$ cat src/rtl/timer_counter.sv
// Readout sub-sequencer: steps NRE_1/ADC_1/NOTHING/NRE_2/ADC_2/END while the main FSM is READOUT.
// Latency: registered, first sub-state one edge after READOUT is sampled; no backpressure, abort returns to INIT.
module timer_counter #(
   parameter int D_NRE     = 2,
   parameter int D_ADC     = 4,
   parameter int D_NOTHING = 1
) (
   input  logic       i_Clock,
   input  logic       i_Reset,
   input  logic [1:0] i_Main_FSM,
   output logic [2:0] o_RD_FSM,
   output logic [1:0] o_RD_timer
);

   typedef enum logic [2:0] {
      S_INIT    = 3'd0,
      S_NRE_1   = 3'd1,
      S_ADC_1   = 3'd2,
      S_NOTHING = 3'd3,
      S_NRE_2   = 3'd4,
      S_ADC_2   = 3'd5,
      S_END     = 3'd6
   } rd_state_t;

   localparam logic [1:0] MAIN_READOUT = 2'b10;
   localparam logic [1:0] NRE_LAST     = 2'(D_NRE - 1);
   localparam logic [1:0] ADC_LAST     = 2'(D_ADC - 1);
   localparam logic [1:0] NOTHING_LAST = 2'(D_NOTHING - 1);

   // The 2-bit timer only covers durations 1..4.
   if (D_NRE < 1 || D_NRE > 4) begin : g_bad_nre
      $error("timer_counter: D_NRE must be in 1..4");
   end
   if (D_ADC < 1 || D_ADC > 4) begin : g_bad_adc
      $error("timer_counter: D_ADC must be in 1..4");
   end
   if (D_NOTHING < 1 || D_NOTHING > 4) begin : g_bad_nothing
      $error("timer_counter: D_NOTHING must be in 1..4");
   end

   rd_state_t  state;
   rd_state_t  adv_state;
   logic [1:0] timer;
   logic [1:0] last_cnt;
   logic       readout;

   assign readout = (i_Main_FSM == MAIN_READOUT);

   always_comb begin
      last_cnt  = 2'd0;
      adv_state = S_INIT;
      case (state)
         S_NRE_1:   begin last_cnt = NRE_LAST;     adv_state = S_ADC_1;   end
         S_ADC_1:   begin last_cnt = ADC_LAST;     adv_state = S_NOTHING; end
         S_NOTHING: begin last_cnt = NOTHING_LAST; adv_state = S_NRE_2;   end
         S_NRE_2:   begin last_cnt = NRE_LAST;     adv_state = S_ADC_2;   end
         S_ADC_2:   begin last_cnt = ADC_LAST;     adv_state = S_END;     end
         default:   begin last_cnt = 2'd0;         adv_state = S_INIT;    end
      endcase
   end

   always_ff @(posedge i_Clock) begin
      if (i_Reset) begin
         state <= S_INIT;
         timer <= 2'd0;
      end else begin
         case (state)
            S_INIT: begin
               timer <= 2'd0;
               if (readout) state <= S_NRE_1;
            end
            S_END: begin
               timer <= 2'd0;
               if (!readout) state <= S_INIT;
            end
            default: begin
               // Leaving READOUT beats a timer expiry on the same edge.
               if (!readout) begin
                  state <= S_INIT;
                  timer <= 2'd0;
               end else if (timer == last_cnt) begin
                  state <= adv_state;
                  timer <= 2'd0;
               end else begin
                  timer <= timer + 2'd1;
               end
            end
         endcase
      end
   end

   assign o_RD_FSM   = state;
   assign o_RD_timer = timer;

endmodule

$ cat config.mk
export PLATFORM = sky130hd
export DESIGN_NAME = timer_counter
export DESIGN_NICKNAME = d
export VERILOG_FILES = /design/src/rtl/timer_counter.sv
export SDC_FILE = /design/constraint.sdc
export NUM_CORES = 1
export LEC_CHECK = 0
export BUFFER_PORTS_ARGS = -buffer_cell sky130_fd_sc_hd__buf_2
export CELL_PAD_IN_SITES_DETAIL_PLACEMENT = 0
export CELL_PAD_IN_SITES_GLOBAL_PLACEMENT = 1
export CORE_AREA = 2 2 39 41
export DETAILED_ROUTE_END_ITERATION = 8
export DIE_AREA = 0 0 41 43
export GPL_TIMING_DRIVEN = 0
export PLACE_DENSITY_LB_ADDON = 0.1
export SLEW_MARGIN = 20
export SYNTH_ARGS = -nofsm -noshare
export SYNTH_HDL_FRONTEND = slang
export SYNTH_SLANG_ARGS = --single-unit
$ cat constraint.sdc
create_clock -name i_Clock -period 1.15 [get_ports i_Clock]
set_input_delay 0.1725 -clock i_Clock [delete_from_list [all_inputs] [get_ports i_Clock]]
set_output_delay 0.1725 -clock i_Clock [all_outputs]
set_load 0.02 [all_outputs]
==> flow_metrics.env <==
export IMPL_status="finished clean"
export IMPL_postPlaceCellArea_um2=394.1
export IMPL_grt_pass1_vias=249
export IMPL_cts_clk_slew_worst_paths_ps=40
export IMPL_antenna_violating_nets_post_route=0
export IMPL_async_flop_share=0
export IMPL_place_congestion=0.6791
export IMPL_drc=0
export IMPL_p_seq_frac=0.444
export IMPL_yosysSeqAreaShare=0.3077
export IMPL_fin_area_um2=444.2
export IMPL_num_vias=317
export IMPL_cts_htree_levels=1
export IMPL_io_pins=9
export IMPL_swShare=0.2103
export IMPL_tightest_slew_ps=242.3
export IMPL_pwr_share_clk=0.499
export IMPL_top_layer="met3"
export IMPL_syn_area_um2=325.3
export IMPL_synth_ff_type="dfxtp_1"
export IMPL_drtIter0Drc=1
export IMPL_initial_utilization=0.2351
export IMPL_vdd_ir_drop_worst_uv=462.9
export IMPL_die_h_um=43
export IMPL_clk_latency_ps=240
export IMPL_wl_per_cell_um=10.63
export IMPL_max_slew_margin_rel=0.8359
export IMPL_reg2reg_to="o_RD_FSM[0]"
export IMPL_n_antenna_cell=0
export IMPL_p_int_mw=0.3192
export IMPL_synth_cell_types=22
export IMPL_yosysWarnings=0
export IMPL_report_power_total_mw=0.4043
export IMPL_worstHoldPathType="in -> reg"
export IMPL_endpoint="o_RD_FSM[0]"
export IMPL_multi_input_area_um2=192.7
export IMPL_slew_violations=0
export IMPL_clock_skew_ps=2.975
export IMPL_firstDrtPassIters=2
export IMPL_max_freq_mhz=885.8
export IMPL_rsz0062_at_grt="true"
export IMPL_postSynthAreaPerCell_um2=8.561
export IMPL_timing_rr_start="o_RD_timer[1]"
export IMPL_crit_fanout=10
export IMPL_drt_met1_wl_um=340
export IMPL_hold_viol=0
export IMPL_cts_hold_buf=0
export IMPL_grt_total_usage=0.1005
export IMPL_dr_wl_met2_um=331
export IMPL_syn_inst=38
export IMPL_routed_via_density=4.662
export IMPL_arrival_ps=1240
export IMPL_end_kind="flop"
export IMPL_core_area_um2=1384
export IMPL_area_delta_synth_final_pct=36.54
export IMPL_final_cell_mix="buf_2 (8), buf_4 (4), dfxtp_2 (4)"
export IMPL_numPortBuffers=8
export IMPL_num_rows=14
export IMPL_synth_nets=42
export IMPL_grt_ovfl_total=0
export IMPL_path_class="reg -> reg"
export IMPL_p_leak_nw=0.1851
export IMPL_cp_required_ps=1260
export IMPL_yosys_area_top_type="dfxtp_1"
export IMPL_netSwitchingPower_mw=0.08503
export IMPL_grt_pass1_wl_um=1159
export IMPL_die_x_um=41
export IMPL_dp_hpwl_um=509.2
export IMPL_fillers=154
export IMPL_layout_drive_gt1_share=0.4808
export IMPL_dr_wl_met3_um=51
export IMPL_clock_sinks=5
export IMPL_maxCapViolations=0
export IMPL_mostFrequentLayoutCell="buf_2"
export IMPL_min_period_ps=1129
export IMPL_finalCritPeriodShare=0.9817
export IMPL_cts_tree="yes"
export IMPL_clockBufferDepth=2
export IMPL_cts_made_buffers=3
export IMPL_yosys_register_bits=5
export IMPL_synth_top_area_frac=0.3077
export IMPL_p_comb_frac=0.057
export IMPL_final_nets=57
export IMPL_startpoint_type="flop"
export IMPL_yosys_top_cells_area="dfxtp_1 (31%), nor2b_1 (5.8%), xnor2_1 (5.4%)"
export IMPL_seqCellArea_um2=105.1
export IMPL_worstSetupStartpoint="o_RD_timer[1]"
export IMPL_pwr_density_cell_nw_per_um2=910.2
export IMPL_antenna_found_initial=0
export IMPL_wl_um=723
export IMPL_setup_viol=0
export IMPL_grt_max_degree=11
export IMPL_r2r_cells=4
export IMPL_synth_edff_count=0
export IMPL_r2r_setup_slack_ps=20
export IMPL_dieArea_um2=1763
export IMPL_cts_root_buf="clkbuf_4"
## area by class of cell
cell class,instances,share of cell area
Clock buffer,4,0.05915
Tap cell,16,0.04507
Sequential cell,5,0.2366
Buffer,3,0.06761
Multi-Input combinational cell,27,0.4338
Timing Repair Buffer,11,0.1408
Inverter,2,0.01690
## registers in the layout (all words and copies together), names as in the netlist
signal      count
o_RD_timer      2
o_RD_FSM        3
## what timing repair did
item,in CTS,in global routing
gates resized for setup,1,3
endpoints found under the setup margin,1,3
pin swaps,1,2
cloned,0,0
endpoints found under the hold margin,0,0
setup buffers,0,3
## synth_stat cells (2+ instances only)
master   instances
a31oi_1          2
a21oi_1          3
nor3_1           2
inv_1            2
o21ai_0          3
xnor2_1          2
dfxtp_1          5
buf_4            2
nor2b_1          3
nor2_1           2
## routing by layer
metal,track usage,vias to the layer above
li1,-,167
met1,0.1355,143
met2,0.1250,7
met3,0.09424,0
met4,0,0
met5,0,-
## kinds of logic (layout without fill, tap and decap cells)
| logic type | after synthesis | after routing | share of synthesized area |
|---|---|---|---|
| and+or+nand+nor | 14 | 14 | 0.3077 |
| AOI/OAI and AO/OA | 10 | 10 | 0.2038 |
| buffers and inverters | 6 | 20 | 0.09997 |
| DFF | 5 | 5 | 0.3077 |
| xor gates and xnor gates | 3 | 3 | 0.08078 |
## power by group through the flow
stage	clock network, mW	logic (mW)	registers (mW)
detailed placement	0	0.0231	0.182
floorplan	0	0.0125	0.183
global route	0.233	0.0252	0.179
global placement	0	0.0227	0.182
CTS	0.209	0.0232	0.179
finish	0.202	0.0231	0.180
## through the flow
step           setup WS [ps]  TNS [ps]  utilization  cells  hold slack [ps]
3_3_place_gp           8.327         0       0.2848     62            497.2
5_1_grt               -41.48    -41.48       0.3210     68            235.6
4_1_cts                8.887         0       0.3065     66            243.8
6_report               21.09         0       0.3210     68            242.3
3_5_place_dp           9.840         0       0.2848     62            496.6
2_1_floorplan         -6.934    -6.934            -     38            377.6
## worst min path at each step
stage,startpoint,endpoint,slack (ps),cells after the start
after floorplan,i_Reset,o_RD_timer[1],380,2
after global placement,i_Reset,o_RD_timer[1],500,3
after detailed placement,i_Reset,o_RD_timer[1],500,3
after CTS,i_Reset,o_RD_timer[1],240,3
after global routing,i_Reset,o_RD_timer[1],240,3
final,i_Reset,o_RD_FSM[0],240,3
## worst max-delay path, stage by stage, from the launching register on
cell      delay [ps]
dfxtp_2          320
buf_6            130
or3b_1           340
o311ai_1          90
a31oi_1          110
No activity file was read; power rests on OpenSTA's default activity.
